## src/rtl/register_pkg.sv

```systemverilog
// register_pkg: shared lane-level symbol codes, ordered-set types and training-set field record
//   k_symbols_e   : 8b/10b K-code byte values
//   os_type_e     : ordered-set kinds reported to the LTSSM
//   TS1_ID/TS2_ID : training-set identifier data symbols
//   ts_fields_t   : one training set's type and fields, used for repeat detection
package register_pkg;

    typedef enum logic [7:0] {
        K_SKP = 8'h1C,
        K_FTS = 8'h3C,
        K_SDP = 8'h5C,
        K_IDL = 8'h7C,
        K_COM = 8'hBC,
        K_PAD = 8'hF7,
        K_STP = 8'hFB,
        K_EIE = 8'hFC,
        K_END = 8'hFD,
        K_EDB = 8'hFE
    } k_symbols_e;

    typedef enum logic [2:0] {
        OS_NONE,
        OS_TS1,
        OS_TS2,
        OS_SKP,
        OS_EIOS,
        OS_FTS
    } os_type_e;

    localparam logic [7:0] TS1_ID = 8'h4A;
    localparam logic [7:0] TS2_ID = 8'h45;

    typedef struct packed {
        os_type_e    ts_type;
        logic [7:0]  link_num;
        logic        link_pad;
        logic [7:0]  lane_num;
        logic        lane_pad;
        logic [7:0]  n_fts;
        logic [7:0]  rate_id;
        logic [7:0]  train_ctrl;
    } ts_fields_t;

    typedef enum logic [2:0] {
        ST_IDLE,
        ST_TYPE,
        ST_TS_BODY,
        ST_SKP,
        ST_EIOS_BODY,
        ST_FTS_BODY
    } rx_os_state_e;

endpackage

```

## src/rtl/rx_ordered_set_detector_ts_consec_counter.sv

```systemverilog
// ts_consec_counter: counts consecutive identical training sets, saturating
//   clk, rst_n : clock, async active-low reset
//   ts_done    : a TS completed this cycle, ts holds its type and fields
//   clear      : malformed set aborted; count returns to 0
//   cnt        : consecutive identical TS count
module ts_consec_counter
    import register_pkg::*;
#(
    parameter int W = 4
) (
    input  logic         clk,
    input  logic         rst_n,
    input  logic         ts_done,
    input  logic         clear,
    input  ts_fields_t   ts,
    output logic [W-1:0] cnt
);

    ts_fields_t last;

    // last resets with ts_type=OS_NONE, so the first TS never matches it
    always_ff @(posedge clk or negedge rst_n) begin
        if (!rst_n) begin
            last <= '0;
            cnt  <= '0;
        end else if (clear) begin
            cnt <= '0;
        end else if (ts_done) begin
            last <= ts;
            cnt  <= (ts != last) ? W'(1) : (&cnt) ? cnt : cnt + 1'b1;
        end
    end

endmodule

```

## src/rtl/rx_ordered_set_detector.sv

```systemverilog
// rx_ordered_set_detector: single-lane Gen1/Gen2 ordered-set parser (TS1/TS2/SKP/EIOS/FTS)
//   rx_valid/rx_data/rx_is_k/rx_code_err : decoded symbol stream from the 8b/10b decoder
//   os_valid/os_type                     : completion pulse and held set type
//   ts_*                                 : fields of the last completed TS
//   skp_count                            : SKP symbols in the last SKP set
//   os_err                               : malformed-set abort pulse
//   ts_consec_cnt                        : consecutive identical TS count
module rx_ordered_set_detector
    import register_pkg::*;
#(
    parameter int MAX_SKP  = 5,
    parameter int CONSEC_W = 4
) (
    input  logic                clk,
    input  logic                rst_n,
    input  logic                rx_valid,
    input  logic [7:0]          rx_data,
    input  logic                rx_is_k,
    input  logic                rx_code_err,
    output logic                os_valid,
    output os_type_e            os_type,
    output logic [7:0]          ts_link_num,
    output logic                ts_link_pad,
    output logic [7:0]          ts_lane_num,
    output logic                ts_lane_pad,
    output logic [7:0]          ts_n_fts,
    output logic [7:0]          ts_rate_id,
    output logic [7:0]          ts_train_ctrl,
    output logic [2:0]          skp_count,
    output logic                os_err,
    output logic [CONSEC_W-1:0] ts_consec_cnt
);

    localparam logic [2:0] SKP_MAX = 3'(MAX_SKP);

    rx_os_state_e state, state_n;
    logic [3:0]   idx, idx_n;
    logic [2:0]   skp_cnt, skp_cnt_n;
    logic [7:0]   link_num, lane_num, n_fts, rate_id, train_ctrl, ts_id;
    logic         link_pad, lane_pad;
    logic         done, err, ts_ok, ts_done;
    os_type_e     done_type;
    ts_fields_t   key;

    wire com_k  = rx_is_k && rx_data == K_COM;
    wire is_com = com_k && !rx_code_err;
    wire is_pad = rx_is_k && rx_data == K_PAD;
    wire is_skp = rx_is_k && rx_data == K_SKP;
    wire is_idl = rx_is_k && rx_data == K_IDL;
    wire is_fts = rx_is_k && rx_data == K_FTS;

    // symbol check for the current TS body position
    assign ts_ok = !rx_code_err && (
        idx == 4'd2 ? (!rx_is_k || is_pad) :
        idx <  4'd6 ? !rx_is_k :
        idx == 4'd6 ? (!rx_is_k && (rx_data == TS1_ID || rx_data == TS2_ID)) :
                      (!rx_is_k && rx_data == ts_id));

    always_comb begin
        state_n   = state;
        idx_n     = idx;
        skp_cnt_n = skp_cnt;
        done      = 1'b0;
        done_type = OS_NONE;
        err       = 1'b0;
        if (rx_valid) begin
            case (state)
                ST_IDLE: if (com_k) state_n = ST_TYPE;
                ST_TYPE: begin
                    if (rx_code_err) err = 1'b1;
                    else if (is_skp) begin
                        state_n   = ST_SKP;
                        skp_cnt_n = 3'd1;
                    end else if (is_idl) begin
                        state_n = ST_EIOS_BODY;
                        idx_n   = 4'd2;
                    end else if (is_fts) begin
                        state_n = ST_FTS_BODY;
                        idx_n   = 4'd2;
                    end else if (!rx_is_k || is_pad) begin
                        state_n = ST_TS_BODY;
                        idx_n   = 4'd2;
                    end else err = 1'b1;
                end
                ST_TS_BODY: begin
                    if (!ts_ok) err = 1'b1;
                    else if (idx == 4'd15) begin
                        done      = 1'b1;
                        done_type = (ts_id == TS1_ID) ? OS_TS1 : OS_TS2;
                        state_n   = ST_IDLE;
                    end else idx_n = idx + 4'd1;
                end
                ST_EIOS_BODY, ST_FTS_BODY: begin
                    if (rx_code_err || !(state == ST_EIOS_BODY ? is_idl : is_fts)) err = 1'b1;
                    else if (idx == 4'd3) begin
                        done      = 1'b1;
                        done_type = (state == ST_EIOS_BODY) ? OS_EIOS : OS_FTS;
                        state_n   = ST_IDLE;
                    end else idx_n = idx + 4'd1;
                end
                ST_SKP: begin
                    if (rx_code_err) err = 1'b1;
                    else if (is_skp) begin
                        if (skp_cnt == SKP_MAX) err = 1'b1;
                        else skp_cnt_n = skp_cnt + 3'd1;
                    end else begin
                        // terminating symbol also starts the next set if it is a COM
                        done      = 1'b1;
                        done_type = OS_SKP;
                        state_n   = is_com ? ST_TYPE : ST_IDLE;
                    end
                end
                default: state_n = ST_IDLE;
            endcase
            if (err) state_n = is_com ? ST_TYPE : ST_IDLE;
        end
    end

    assign ts_done = done && (done_type == OS_TS1 || done_type == OS_TS2);

    always_comb begin
        key            = '0;
        key.ts_type    = done_type;
        key.link_num   = link_num;
        key.link_pad   = link_pad;
        key.lane_num   = lane_num;
        key.lane_pad   = lane_pad;
        key.n_fts      = n_fts;
        key.rate_id    = rate_id;
        key.train_ctrl = train_ctrl;
    end

    always_ff @(posedge clk or negedge rst_n) begin
        if (!rst_n) begin
            state         <= ST_IDLE;
            idx           <= '0;
            skp_cnt       <= '0;
            link_num      <= '0;
            link_pad      <= 1'b0;
            lane_num      <= '0;
            lane_pad      <= 1'b0;
            n_fts         <= '0;
            rate_id       <= '0;
            train_ctrl    <= '0;
            ts_id         <= '0;
            os_valid      <= 1'b0;
            os_err        <= 1'b0;
            os_type       <= OS_NONE;
            ts_link_num   <= '0;
            ts_link_pad   <= 1'b0;
            ts_lane_num   <= '0;
            ts_lane_pad   <= 1'b0;
            ts_n_fts      <= '0;
            ts_rate_id    <= '0;
            ts_train_ctrl <= '0;
            skp_count     <= '0;
        end else begin
            state    <= state_n;
            idx      <= idx_n;
            skp_cnt  <= skp_cnt_n;
            os_valid <= done;
            os_err   <= err;
            if (rx_valid && state == ST_TYPE) begin
                link_num <= rx_data;
                link_pad <= is_pad;
            end
            if (rx_valid && state == ST_TS_BODY) begin
                case (idx)
                    4'd2: begin
                        lane_num <= rx_data;
                        lane_pad <= is_pad;
                    end
                    4'd3: n_fts      <= rx_data;
                    4'd4: rate_id    <= rx_data;
                    4'd5: train_ctrl <= rx_data;
                    4'd6: ts_id      <= rx_data;
                    default: ;
                endcase
            end
            if (done) begin
                os_type <= done_type;
                if (done_type == OS_SKP) skp_count <= skp_cnt;
                if (ts_done) begin
                    ts_link_num   <= link_num;
                    ts_link_pad   <= link_pad;
                    ts_lane_num   <= lane_num;
                    ts_lane_pad   <= lane_pad;
                    ts_n_fts      <= n_fts;
                    ts_rate_id    <= rate_id;
                    ts_train_ctrl <= train_ctrl;
                end
            end
        end
    end

    ts_consec_counter #(.W(CONSEC_W)) u_consec (
        .clk     (clk),
        .rst_n   (rst_n),
        .ts_done (ts_done),
        .clear   (err),
        .ts      (key),
        .cnt     (ts_consec_cnt)
    );

endmodule

```

## config.mk

```make
export PLATFORM = sky130hd
export DESIGN_NAME = rx_ordered_set_detector
export DESIGN_NICKNAME = d
export VERILOG_FILES = /design/src/rtl/register_pkg.sv /design/src/rtl/rx_ordered_set_detector_ts_consec_counter.sv /design/src/rtl/rx_ordered_set_detector.sv
export SDC_FILE = /design/constraint.sdc
export NUM_CORES = 1
export LEC_CHECK = 0
export ABC_AREA = 1
export BUFFER_PORTS_ARGS = -buffer_cell sky130_fd_sc_hd__buf_2
export CORE_UTILIZATION = 39
export DETAILED_ROUTE_END_ITERATION = 7
export PLACE_DENSITY = 0.6
export SLEW_MARGIN = 0
export SYNTH_ARGS = -nofsm -noshare
export SYNTH_HDL_FRONTEND = slang
export SYNTH_SLANG_ARGS = --single-unit
```

## constraint.sdc

```tcl
create_clock -name clk -period 2.7 [get_ports clk]
set_clock_uncertainty 0.1 [all_clocks]
set_input_delay 0.675 -clock clk [delete_from_list [all_inputs] [get_ports clk]]
set_output_delay 0.675 -clock clk [all_outputs]
set_load 0.01 [all_outputs]
```

* Word-level counts from Yosys, hierarchy flattened
Index checks and enable logic that the tools add are counted.
** Word-level totals
- Bits in registers :: 159
- Input port bits :: 13
- Word-level logic and storage cells :: 189
** Cells by class
- Add/subtract/negate cells :: 3
- Magnitude comparators :: 1
- Eq/ne operators :: 46
- Multiplexer cells :: 70
- Bitwise operators :: 1
- Reductions and logical operators :: 37
** Operator list (count)
- two-way mux 3 bit :: 21
- two-way mux 4 bit :: 13
- != test 45 bit :: 1
- equality test 8 x 7 -> 1 bit, second input constant :: 4
- two-way mux 1 bit :: 25
- != test 3 bit, second input constant :: 8
- != test 2 bit, second input constant :: 10
- AND reduction 2 bit :: 9
- equality test 8 bit, second input constant :: 2
- one-hot mux 3 bit (5 select lines) :: 1
- equality test 3 x 2 -> 1 bit, second input constant :: 4
- equality test 4 x 3 -> 1 bit, second input constant :: 3
- logical AND 1 bit :: 12
- one-hot mux 4 bit (3 select lines) :: 1
- two-way mux 2 bit :: 5
- AND reduction 10 bit :: 1
- equality test 3 bit, second input constant :: 3
- one-hot mux 3 bit (3 select lines) :: 1
- AND reduction 9 bit :: 1
- adder 4 x 1 -> 4 bit, second input constant :: 2
- equality test 4 x 2 -> 1 bit, second input constant :: 2
- equality test 8 x 5 -> 1 bit, second input constant :: 1
- equality test 8 x 6 -> 1 bit, second input constant :: 1
- equality test 8 bit :: 1
- other kinds (19) :: 26

* Depth between registers and ports, before layout
Gate-level depths: netlist (run 1).
- Depth in word-level cells :: 15
- Depth in mapped cells :: 21
- Depth with buffers taken out :: 19

* By module
From an unflattened synthesis (run 1), not the netlist that was laid out.
** Second synthesis, totals
- Cell total of the unflattened synthesis :: 977
- Area total of the unflattened synthesis :: 7726.2 µm²
** Modules (own cells, without submodules)
- rx_ordered_set_detector :: instances 1, cells each 596, area an instance 5038.6 µm², sequential area each 2752.6 µm²
- ts_consec_counter :: instances 1, cells each 381, area an instance 2687.6 µm², sequential area each 1226.2 µm²

* Worst setup path after synthesis (run 1)
Ideal clock, no wire load.
- Path type :: input port to flip-flop
- Start :: in rx_data[7]
- End :: reg u_consec.last[16] (netlist name)
- Setup time :: 0.123 ns
- Arrival :: 2.264 ns
- Data required time :: 2.477 ns
- Path slack :: 0.213 ns
- Stages :: 20
- Path buffers :: 2
- Cells stage by stage :: inv_2 -> nand3_1 -> nor2_1 -> nand3_1 -> nand2_1 -> inv_1 -> nand2_1 -> nand2_2 -> nand2_4 -> nand2_2 -> a21oi_4 -> nand2_4 -> nand2_4 -> inv_4 -> nor2_8 -> inv_4 -> buf_12 -> buf_12 -> nand2_2 -> o21ai_2
** Between the ends
- Elaborated cells between the ends (all ways) :: 52
- Those cells by class :: eq/ne: 9; mux: 28; bitwise: 1; reduce/logical: 14
** RTL lines
- start, declared :: line rx_ordered_set_detector.sv:17 : input logic [7:0] rx_data,
- equality test 8 bit or equality test 8 x 7 -> 1 bit (tied branches) :: line rx_ordered_set_detector.sv:47, rx_ordered_set_detector.sv:56
- logical AND 1 bit or logical OR 1 bit (tied branches) :: line rx_ordered_set_detector.sv:47, rx_ordered_set_detector.sv:56
- logical OR 1 bit or logical AND 1 bit (tied branches) :: line rx_ordered_set_detector.sv:54, rx_ordered_set_detector.sv:80, rx_ordered_set_detector.sv:56
- two-way mux 1 bit, on equally long branches :: line rx_ordered_set_detector.sv:80, rx_ordered_set_detector.sv:56
- two-way mux 1 bit, on equally long branches :: line rx_ordered_set_detector.sv:77, rx_ordered_set_detector.sv:55
- two-way mux 1 bit, on equally long branches :: line rx_ordered_set_detector.sv:74, rx_ordered_set_detector.sv:54
- two-way mux 1 bit or logical AND 1 bit (tied branches) :: line rx_ordered_set_detector.sv:71, rx_ordered_set_detector.sv:53
- two-way mux 1 bit, on equally long branches :: line rx_ordered_set_detector.sv:70, rx_ordered_set_detector.sv:86
- one-hot mux 1 bit (4 select lines) (*) :: line rx_ordered_set_detector.sv:67 : case (state)
- two-way mux 1 bit (*) (2 in a row) :: line rx_ordered_set_detector.sv:66 : if (rx_valid) begin
- net err :: line rx_ordered_set_detector.sv:41 : logic done, err, ts_ok, ts_done;
- inverter 1 bit (no line) (*)
- AND reduction 2 bit (no line) (*)
- end signal, assigned :: line rx_ordered_set_detector_ts_consec_counter.sv:29 : last <= ts;
- end, declared :: line rx_ordered_set_detector_ts_consec_counter.sv:19 : ts_fields_t last;
Mark *: on every way through the listed nets, which the timed path passes. The rest lies on a longest branch. The select of a mux whose other input is x is not followed.
A chain may end at the register's enable or synchronous reset.

* Worst setup path after layout (run 1)
- Start :: reg idx[0]
- End :: reg u_consec.last[4] (netlist name)
** Between the ends
- Word-level cells in the longest chain between the ends :: 12
- Elaborated cells between the ends (all ways) :: 31
- Those cells by class :: order compare: 1; eq/ne: 6; mux: 19; bitwise: 1; reduce/logical: 4
** Ends and longest elaborated chain
- start, declared :: line rx_ordered_set_detector.sv:37 : logic [3:0] idx, idx_n;
- start signal, assigned :: line rx_ordered_set_detector.sv:159 : idx <= idx_n;
- branches (longest 11 deep; another with < comparator 4 x 3 -> 1 bit)
- AND reduction 2 bit (no line) (*)
Mark *: on every way between the ends. The select of a mux whose other input is x is not followed.

==> impl_metrics.csv, run 1 <==
group,metric,value,unit
final_layout,fillers,1865,
timing,period_minus_slack,2.49,ns
clock_tree,clk_pin_slew,0.06,ns
timing,grt_setup_unrepaired,"false",
worst_setup_path,r2r_end,"u_consec.last[4]$_DFFE_PN0P_",
power_and_ir_drop,leakagePower,0.00454,µW
clock_tree,htree_num_levels,4,
global_routing,antenna_found_initial,0,
timing,max_slew_margin,0.624,
drt,wl_met3,383,µm
drt,dr.pass1.iters,4,
worst_setup_path,slowest_stage,"dfrtp_1",
final_layout,finalNetCount,967,
worst_setup_path,crit_required,2.96,ns
clock_tree,cts.root.buffer_cell,"clkbuf_16",
place,placed_area,0.00856,mm²
timing,setup_viol,0,
power_and_ir_drop,comb_power_share,0.260,
worst_setup_path,critPathKind,"reg -> reg",
timing,tightest_slew,0.563,ns
drt,drt_iter0_drc,304,
logic_synthesis,synthTopCellsByCount,"nand2_1, dfrtp_1, o21ai_0, inv_1, nand2_2",
timing,max_freq,402,MHz
worst_setup_path,max_stage_delay,0.42,ns
power_and_ir_drop,p_clk_frac,0.330,
logic_synthesis,synth_nets,866,
place,io_buffers,66,
timing,period_share,0.921,
drt,num_vias,5844,
drt,wl,17800,µm
power_and_ir_drop,p_sw,2640,µW
timing,finalHoldViolCount,0,
worst_setup_path,critPathLaunch,"idx[0]$_DFFE_PN0P_",
worst_setup_path,r2r_start,"idx[0]$_DFFE_PN0P_",
logic_synthesis,synth_largest_area_cell,"dfrtp_1",
timing,timing.final.max_slew_violations,0,
drt,drc,0,
drt,post_drt_via_cell_ratio,4.77,
min_path,min_path_type,"in -> async",
logic_synthesis,syn_inst,845,
logic_synthesis,syn_area,0.00773,mm²
logic_synthesis,synth_edf_count,0,
logic_synthesis,avgSynthCellArea,9.14,µm²
logic_synthesis,ys_ff_latch,159,
global_routing,grt_pass1_wl,29400,µm
worst_setup_path,path_cells,"inv_2, ha_1, nor3b_1, nand2_2, nand2_4, nand4_1, o21ai_2, nand3_2, nand2_4, nor2_8, inv_4, buf_12, nand2_1, o21ai_2",
final_layout,final_core_util,0.474,
die,die_h,143,µm
final_layout,layout-drive-gt1-share,0.277,
die,core,0.0195,mm²
final_layout,seqCellArea,0.00398,mm²
worst_setup_path,cp.arrival,2.75,ns
die,start_util,0.397,
global_routing,grt_use_total,0.190,
drt,wl_met1,8800,µm
final_layout,area_growth,19.4,%
power_and_ir_drop,internal-power,5280,µW
worst_setup_path,r2r_slack,0.21,ns
worst_setup_path,cp-start-kind,"flip-flop",
die,die_w,143,µm
power_and_ir_drop,p_per_area,858,mW/mm²
place,gp_congestion,0.846,
clock_tree,cts_made_buffers,17,
drt,ant_nets,0,
clock_tree,hold_buffers,0,
clock_tree,clockBufferDepth,2,
die,die_area,0.0204,mm²
die,fp-row-count,51,
final_layout,antenna_cells,0,
logic_synthesis,synth.yosys.seq_area_share,0.515,
drt,routed-wl-met2,8350,µm
final_layout,stdcell_area,0.00923,mm²
logic_synthesis,synth_area_leaders,"dfrtp_1, nand2_1, o21ai_0",
outcome,outcome,"complete, no violations",
global_routing,grt_max_degree,61,
clock_tree,clock_latency,0.43,ns
clock_tree,clock-sinks,159,
global_routing,gr-total-overflow,0,
drt,wl_per_cell,14.5,µm
logic_synthesis,async_flop_share,1.00,
clock_tree,cts_tree,"built",
worst_setup_path,end_kind,"flip-flop",
global_routing,grt_pass1_vias,5647,
power_and_ir_drop,switching_share,0.333,
worst_setup_path,worstPathMaxFanout,24,
power_and_ir_drop,irDropWorstVdd,0.471,mV
worst_setup_path,worstRegToRegCells,14,
flow_run,drv_cap,0,
logic_synthesis,synth_top_area_frac,0.515,
final_layout,multi_input_area,0.00317,mm²
place,dp_hpwl,13200,µm
die,pin_count,67,
logic_synthesis,yosysMostFrequentCell,"nand2_1",
logic_synthesis,ys.flop_type,"dfrtp_1",
power_and_ir_drop,seqPwrFrac,0.410,
logic_synthesis,synth_cell_types,47,
logic_synthesis,yosysWarnings,0,
drt,highest_layer,"met4",
==> layout by cell type (no fill, tap or decap), types with 2 or more instances in the layout <==
| master | netlist | layout |
|---|---|---|
| nor3_1 | 7 | 6 |
| buf_2 | 6 | 65 |
| clkbuf_16 | 0 | 17 |
| nand2_4 | 5 | 5 |
| nor2_4 | 2 | 2 |
| buf_12 | 5 | 6 |
| nor2_2 | 1 | 3 |
| o22ai_1 | 3 | 3 |
| nand2_2 | 42 | 43 |
| dfrtp_1 | 159 | 159 |
| clkinv_2 | 0 | 4 |
| o31ai_1 | 2 | 2 |
| nor2_1 | 32 | 30 |
| nand4_1 | 15 | 15 |
| bufinv_16 | 0 | 4 |
| xor2_1 | 21 | 21 |
| buf_4 | 6 | 37 |
| o21ai_2 | 41 | 41 |
| a21oi_1 | 5 | 5 |
| a22o_1 | 2 | 2 |
| nand3_1 | 27 | 27 |
| inv_4 | 2 | 2 |
| a211oi_1 | 3 | 3 |
| nor4_1 | 7 | 7 |
| nand2_1 | 179 | 178 |
| inv_1 | 84 | 83 |
| o21ai_1 | 34 | 34 |
| clkbuf_8 | 0 | 4 |
| ha_1 | 8 | 7 |
| nand3_2 | 4 | 4 |
| o21ai_0 | 87 | 87 |
| clkinv_4 | 0 | 2 |
| nor3_2 | 4 | 5 |
| xnor2_1 | 12 | 12 |
| a31oi_1 | 3 | 3 |
| inv_2 | 13 | 14 |
==> state kept, by name, summed over array words and instances, names as in the netlist, 4 cells and up <==
| register | cells |
|---|---|
| rate_id | 8 |
| n_fts | 8 |
| ts_link_num | 8 |
| u_consec.cnt | 4 |
| link_num | 8 |
| ts_n_fts | 8 |
| u_consec.last | 45 |
| ts_train_ctrl | 8 |
| train_ctrl | 8 |
| ts_lane_num | 8 |
| ts_id | 8 |
| ts_rate_id | 8 |
| lane_num | 8 |
| idx | 4 |
==> power by group through the flow <==
stage	clock network, µW	logic (µW)	registers [µW]
after floorplan	0	1380	3240
after global placement	0	2020	3270
after detailed placement	0	2050	3280
after CTS	2670	2060	3250
after global routing	2760	2340	3320
final	2610	2060	3250
==> worst max path at each step <==
stage,slack (ns),cells past startpoint,endpoint
final,0.21,14,u_consec.last[4]$_DFFE_PN0P_
after global routing,0.003,13,u_consec.cnt[2]$_DFFE_PN0P_
after CTS,0.1,17,u_consec.cnt[2]$_DFFE_PN0P_
after detailed placement,-0.13,16,u_consec.cnt[2]$_DFFE_PN0P_
after global placement,-0.04,17,u_consec.last[27]$_DFFE_PN0P_
after floorplan,0.21,20,u_consec.last[16]$_DFFE_PN0P_
==> final cells by class <==
type | instances | share of cell area
sequential | 159 | 0.431
inverter | 99 | 0.0408
tap | 265 | 0.0359
clock buffer | 22 | 0.0525
timing repair buffer | 109 | 0.0796
clock inverter | 10 | 0.0171
multi-input combinational | 560 | 0.343
==> layer usage <==
metal	vias up	GRT usage
met3	15	0.0362
met4	0	0.0600
li1	2967	-
met1	2777	0.260
met2	85	0.302
met5	-	0
==> what timing repair did <==
| item | 4_1_cts | 5_1_grt |
|---|---|---|
| setup endpoints to repair | 0 | 34 |
| resized for setup | 0 | 6 |
| setup buffers | 0 | 2 |
==> worst max-delay path: cells and delay by family, from the launching register on <==
kind / cells / cell delay (ns)
flip-flops: 1 / 0.42
adder cells (fa/ha/maj): 1 / 0.17
AO/OA/AOI/OAI: 2 / 0.18
buffers and inverters: 3 / 0.44
AND/OR/NAND/NOR: 8 / 1.11
==> kinds of logic after synthesis <==
family | synth area share
AO/OA/AOI/OAI | 0.146
XOR/XNOR | 0.0374
adder cells (fa/ha/maj) | 0.0130
buffers and inverters | 0.0772
flip-flops | 0.515
multiplexers | 0.00146
AND/OR/NAND/NOR | 0.210
==> per-stage QoR <==
stage / total power (µW) / hold WS, ns / setup TNS [ns] / worst slack (ns) / cells
6_report: 7920 / 0.0458 / 0 / 0.213 / 1224
5_1_grt: 8420 / 0.0613 / 0 / 0.00297 / 1224
4_1_cts: 7980 / 0.0480 / 0 / 0.0972 / 1222
2_1_floorplan: 4620 / 0.279 / 0 / 0.213 / 845
3_3_place_gp: 5300 / 0.360 / -0.979 / -0.0429 / 1190
3_5_place_dp: 5330 / 0.373 / -2.54 / -0.130 / 1190
Power figures use the tool's default switching activity.
==> inputs of run 2 (changes only) <==
--- a/config.mk
+++ b/config.mk
@@ -10,6 +10,7 @@
 export CORE_UTILIZATION = 39
 export DETAILED_ROUTE_END_ITERATION = 7
 export PLACE_DENSITY = 0.6
+export REMOVE_ABC_BUFFERS = 1
 export SLEW_MARGIN = 0
 export SYNTH_ARGS = -nofsm -noshare
 export SYNTH_HDL_FRONTEND = slang
==> run 2 against run 1 <==
Worst hold slack improved by 0.073 ns. Power decreased by 4.0%. Non-clock buffer count increased by 16. Clock power decreased by 11%. Final cell count increased by 1.3%. Sequential power about the same. First-iteration DRC count increased by 9.9%. Core utilization increased by 0.21 points.
==> impl_metrics.csv, run 2 (same netlist as run 1, synthesis figures left out) <==
group,metric,value,unit
power_and_ir_drop,irDropWorstVdd,0.459,mV
final_layout,final_cell_mix,"nand2_1, dfrtp_1, o21ai_0",
drt,drt_iter0_drc,334,
flow_run,drv_cap,0,
worst_setup_path,worstPathMaxFanout,11,
timing,setup_viol,0,
global_routing,grt_use_total,0.186,
drt,ant_nets,0,
outcome,outcome,"complete, no violations",
die,pin_count,67,
timing,tightest_slew,0.560,ns
clock_tree,clock_latency,0.43,ns
worst_setup_path,slowest_stage,"dfrtp_1",
worst_setup_path,critPathKind,"reg -> reg",
timing,grt_setup_unrepaired,"false",
min_path,min_path_type,"in -> async",
clock_tree,clockBufferDepth,2,
timing,max_slew_margin,0.627,
final_layout,area_growth,20.0,%
die,die_w,143,µm
power_and_ir_drop,internal-power,4980,µW
drt,wl_per_cell,14.1,µm
global_routing,grt_pass1_vias,5592,
worst_setup_path,cp-start-kind,"flip-flop",
place,gp_congestion,0.916,
place,dp_hpwl,12600,µm
power_and_ir_drop,seqPwrFrac,0.427,
worst_setup_path,crit_required,2.95,ns
clock_tree,clock-sinks,159,
worst_setup_path,end_kind,"flip-flop",
final_layout,antenna_cells,0,
timing,period_share,0.921,
timing,max_freq,402,MHz
power_and_ir_drop,comb_power_share,0.267,
final_layout,layout.cells.most_common,"nand2_1",
die,fp-row-count,51,
worst_setup_path,cp.arrival,2.74,ns
global_routing,gr-total-overflow,0,
place,dp_cells,1208,
worst_setup_path,max_stage_delay,0.49,ns
clock_tree,clk_pin_slew,0.07,ns
clock_tree,htree_num_levels,4,
global_routing,grt_pass1_wl,29200,µm
timing,timing.final.max_slew_violations,0,
worst_setup_path,path_cells,"inv_2, nor3_2, nor2_1, nor2_2, nand2_1, nand2_1, inv_1, o21ai_2, nand3_2, nand2_4, nor2_8, inv_4, buf_4, nand2_2, o21ai_2",
final_layout,finalNetCount,983,
drt,drc,0,
die,die_h,143,µm
power_and_ir_drop,p_clk_frac,0.305,
place,io_buffers,66,
die,core,0.0195,mm²
final_layout,fillers,1926,
power_and_ir_drop,p_sw,2620,µW
die,die_area,0.0204,mm²
clock_tree,cts_setup_buffers,0,
clock_tree,cts_tree,"built",
global_routing,grt_max_degree,57,
drt,num_vias,5882,
final_layout,layout-drive-gt1-share,0.287,
timing,period_minus_slack,2.49,ns
final_layout,largest_reg_flops,45,
power_and_ir_drop,p_total,7600,µW
drt,dr.pass1.iters,4,
drt,wl,17500,µm
clock_tree,hold_buffers,0,
drt,post_drt_via_cell_ratio,4.74,
timing,finalHoldViolCount,0,
global_routing,antenna_found_initial,1,
final_layout,final_cells,1240,
die,start_util,0.397,
clock_tree,cts_made_buffers,17,
final_layout,regMostFlops,"u_consec.last",
power_and_ir_drop,switching_share,0.345,
clock_tree,cts.root.buffer_cell,"clkbuf_16",
power_and_ir_drop,p_per_area,820,mW/mm²
power_and_ir_drop,leakagePower,0.00456,µW
-- run 2: final timing paths --
| kind | from | to | slack (ns) | cells past startpoint |
|---|---|---|---|---|
| worst max register to register | state[2]$_DFFE_PN0P_ | u_consec.last[10]$_DFFE_PN0P_ | 0.21 | 15 |
| worst min-delay path | rst_n | ts_lane_num[2]$_DFFE_PN0P_ | 0.12 | 1 |
| min in group clk | os_type[0]$_DFFE_PN0P_ | os_type[0]$_DFFE_PN0P_ | 0.37 | 2 |
| worst min register to register | os_type[0]$_DFFE_PN0P_ | os_type[0]$_DFFE_PN0P_ | 0.37 | 2 |
| worst max-delay path | state[2]$_DFFE_PN0P_ | u_consec.last[10]$_DFFE_PN0P_ | 0.21 | 15 |
| max in group asynchronous | rst_n | ts_train_ctrl[7]$_DFFE_PN0P_ | 1.71 | 2 |
-- run 2: what timing repair did --
item,in CTS,in global routing
endpoints found under the hold margin,0,0
setup endpoints to repair,0,90
gates resized for setup,0,4
-- run 2: final cells by class --
type	instances	area [µm²]	area share
Clock inverter	12	110	0.0119
Multi-Input combinational cell	560	3160	0.341
Clock buffer	20	457	0.0493
Tap cell	265	332	0.0358
Inverter	99	377	0.0406
Sequential cell	159	3980	0.429
Timing Repair Buffer	125	855	0.0922
-- run 2: critical path, delay by kind of cell, from the launching register on --
kind	cells	cell delay, ns
and+or+nand+nor	9	1.09
buffers and inverters	4	0.51
DFF	1	0.49
AOI/OAI and AO/OA	2	0.22
-- run 2: power by group through the flow --
| stage | logic (µW) | registers, µW | clock network [µW] |
|---|---|---|---|
| 6_report | 2030 | 3250 | 2320 |
| 5_1_grt | 2330 | 3330 | 2470 |
| 4_1_cts | 2050 | 3250 | 2370 |
| 3_5_place_dp | 2040 | 3280 | 0 |
| 3_3_place_gp | 2020 | 3280 | 0 |
| 2_1_floorplan | 1340 | 3250 | 0 |
-- run 2: per-layer routing --
metal | vias up | part of all wire | track usage
li1 | 3007 | - | -
met3 | 16 | 0.033 | 0.0376
met4 | 0 | 0.011 | 0.0532
met5 | - | 0 | 0
met2 | 93 | 0.46 | 0.292
met1 | 2766 | 0.49 | 0.261
-- run 2: stage by stage --
step	cell area (µm²)	hold slack, ns	setup WS (ns)	utilization	TNS [ns]
2_1_floorplan	7510	0.279	-0.730	-	-28.93
3_3_place_gp	8690	0.356	-0.0145	0.447	-0.117
3_5_place_dp	8690	0.361	-0.0794	0.447	-1.45
4_1_cts	9260	0.128	0.145	0.476	0
5_1_grt	9270	0.158	0.00254	0.476	0
6_report	9270	0.119	0.212	0.476	0
==> inputs of run 3 (changes only) <==
--- a/config.mk
+++ b/config.mk
@@ -8,6 +8,7 @@
 export ABC_AREA = 1
 export BUFFER_PORTS_ARGS = -buffer_cell sky130_fd_sc_hd__buf_2
 export CORE_UTILIZATION = 39
+export CTS_BUF_LIST = sky130_fd_sc_hd__clkbuf_4
 export DETAILED_ROUTE_END_ITERATION = 7
 export PLACE_DENSITY = 0.6
 export REMOVE_ABC_BUFFERS = 1
==> run 3 against run 2 <==
Final cell count increased by 0.16%. Highest routed layer unchanged. Largest cell class unchanged. Critical path type unchanged. Critical endpoint unchanged. Combinational power about the same. Core utilization decreased by 1.5 points.
==> impl_metrics.csv, run 3 (same netlist as run 1, synthesis figures left out) <==
group,metric,value,unit
outcome,outcome,"complete, no violations",
timing,period_minus_slack,2.47,ns
worst_setup_path,critPathLaunch,"idx[0]$_DFFE_PN0P_",
drt,drc,0,
final_layout,area_growth,16.1,%
final_layout,largest_reg_flops,45,
drt,wl_per_cell,13.8,µm
place,dpl_worst_slack,-0.0794,ns
drt,highest_layer,"met4",
global_routing,grt_use_total,0.185,
die,fp-row-count,51,
final_layout,layout.cells.most_common,"nand2_1",
drt,wl_met3,562,µm
timing,max_freq,405,MHz
timing,timing.final.max_slew_violations,0,
flow_run,drv_cap,0,
timing,tightest_slew,0.558,ns
clock_tree,htree_num_levels,4,
place,dp_hpwl,12600,µm
timing,whs,0.360,ns
clock_tree,cts_setup_buffers,0,
min_path,min_path_type,"in -> reg",
final_layout,stdcell_area,0.00897,mm²
final_layout,final_cell_mix,"nand2_1, dfrtp_1, o21ai_0",
die,die_h,143,µm
global_routing,grt_pass1_vias,5572,
die,die_w,143,µm
drt,post_drt_via_cell_ratio,4.73,
die,die_area,0.0204,mm²
global_routing,grt_max_degree,57,
clock_tree,cts.root.buffer_cell,"clkbuf_4",
drt,wl,17200,µm
clock_tree,clock_latency,0.57,ns
min_path,holdCritStartpoint,"rx_data[5]",
power_and_ir_drop,p_total,6590,µW
timing,grt_setup_unrepaired,"false",
clock_tree,clock-sinks,159,
worst_setup_path,crit_required,3.06,ns
worst_setup_path,end_kind,"flip-flop",
power_and_ir_drop,p_clk_frac,0.201,
place,io_buffers,66,
global_routing,gr-total-overflow,0,
final_layout,regMostFlops,"u_consec.last",
clock_tree,clk_pin_slew,0.14,ns
worst_setup_path,cp.arrival,2.83,ns
drt,wl_met1,8460,µm
global_routing,grt_pass1_wl,28900,µm
worst_setup_path,r2r_start,"idx[0]$_DFFE_PN0P_",
clock_tree,cts_made_buffers,17,
place,gp_congestion,0.916,
drt,ant_nets,0,
final_layout,fillers,1984,
power_and_ir_drop,internal-power,4110,µW
power_and_ir_drop,seqPwrFrac,0.492,
timing,setup_viol,0,
timing,period_share,0.915,
timing,finalHoldViolCount,0,
die,pin_count,67,
drt,num_vias,5874,
global_routing,antenna_found_initial,1,
drt,drt_iter0_drc,368,
place,placed_area,0.00869,mm²
final_layout,finalNetCount,984,
power_and_ir_drop,switching_share,0.376,
power_and_ir_drop,p_per_area,735,mW/mm²
clock_tree,clockBufferDepth,2,
power_and_ir_drop,leakagePower,0.00442,µW
power_and_ir_drop,p_sw,2480,µW
worst_setup_path,cp-start-kind,"flip-flop",
timing,timing.final.ws_setup,0.230,ns
drt,dr.pass1.iters,5,
final_layout,layout-drive-gt1-share,0.286,
timing,max_slew_margin,0.628,
worst_setup_path,critPathKind,"reg -> reg",
worst_setup_path,worstPathMaxFanout,11,
power_and_ir_drop,irDropWorstVdd,0.266,mV
timing,tns,0,ns
die,core,0.0195,mm²
clock_tree,cts_tree,"built",
die,start_util,0.397,
power_and_ir_drop,comb_power_share,0.307,
drt,routed-wl-met2,7930,µm
-- run 3: cell count changes in the layout (fill, tap and decap cells not counted), sizes merged --
| cell | change |
|---|---|
| diode | +1 |
| dlygate4sd3 | +1 |
| clkbuf | -2 |
| clkinv | +2 |
-- run 3: cell type report --
class | count | area [µm²] | share of cell area
Tap cell | 265 | 332 | 0.0370
Antenna cell | 1 | 2.50 | 0.000279
Timing Repair Buffer | 126 | 865 | 0.0964
Clock buffer | 18 | 135 | 0.0151
Multi-Input combinational cell | 560 | 3160 | 0.352
Clock inverter | 14 | 118 | 0.0131
Sequential cell | 159 | 3980 | 0.444
Inverter | 99 | 377 | 0.0420
-- run 3: repair_timing --
| item | CTS | global route |
|---|---|---|
| endpoints found under the hold margin | 53 | 0 |
| endpoints found under the setup margin | 0 | 90 |
| hold buffers | 1 | 0 |
| gates resized for setup | 0 | 4 |
-- run 3: worst paths after layout --
check / end / slack, ns / depth (start not counted)
max in group asynchronous: ts_n_fts[3]$_DFFE_PN0P_ / 1.28 / 3
min in group asynchronous: ts_lane_num[2]$_DFFE_PN0P_ / 0.55 / 2
worst min-delay path: link_num[5]$_DFFE_PN0P_ / 0.36 / 3
worst min register to register: os_type[0]$_DFFE_PN0P_ / 0.39 / 2
worst max register to register: u_consec.last[10]$_DFFE_PN0P_ / 0.23 / 19
worst max-delay path: u_consec.last[10]$_DFFE_PN0P_ / 0.23 / 19
-- run 3: power by group through the flow --
stage | logic (µW) | registers, µW | clock network (µW)
after floorplan | 1340 | 3250 | 0
after global placement | 2020 | 3280 | 0
after detailed placement | 2040 | 3280 | 0
after CTS | 2050 | 3240 | 1390
after global routing | 2320 | 3320 | 1480
final | 2020 | 3240 | 1330
-- run 3: critical path, stage by stage, from the launching register on --
cell and delay [ns]:
dfrtp_1 0.43, inv_1 0.11, ha_1 0.23, nand3_2 0.09, nand3_1 0.06, nor2_1 0.11
nand3_1 0.09, nand2_1 0.08, nand2_2 0.06, nand2_4 0.09, nand3_2 0.07, nand3_2 0.09
nand2_4 0.06, nor2_4 0.12, nand2_4 0.09, nor2_8 0.10, inv_4 0.08, buf_4 0.20
nand2_2 0.07, o21ai_2 0.05
-- run 3: per-stage QoR --
step,cells,utilization
global placement,1208,0.447
detailed placement,1208,0.447
finish,1242,0.461
CTS,1241,0.460
global route,1242,0.461
floorplan,818,-
-- run 3: routing by layer --
layer / global-route usage / up-vias
met2: 0.287 / 94
met5: 0 / -
met4: 0.0634 / 0
li1: - / 3010
met3: 0.0355 / 18
met1: 0.258 / 2752
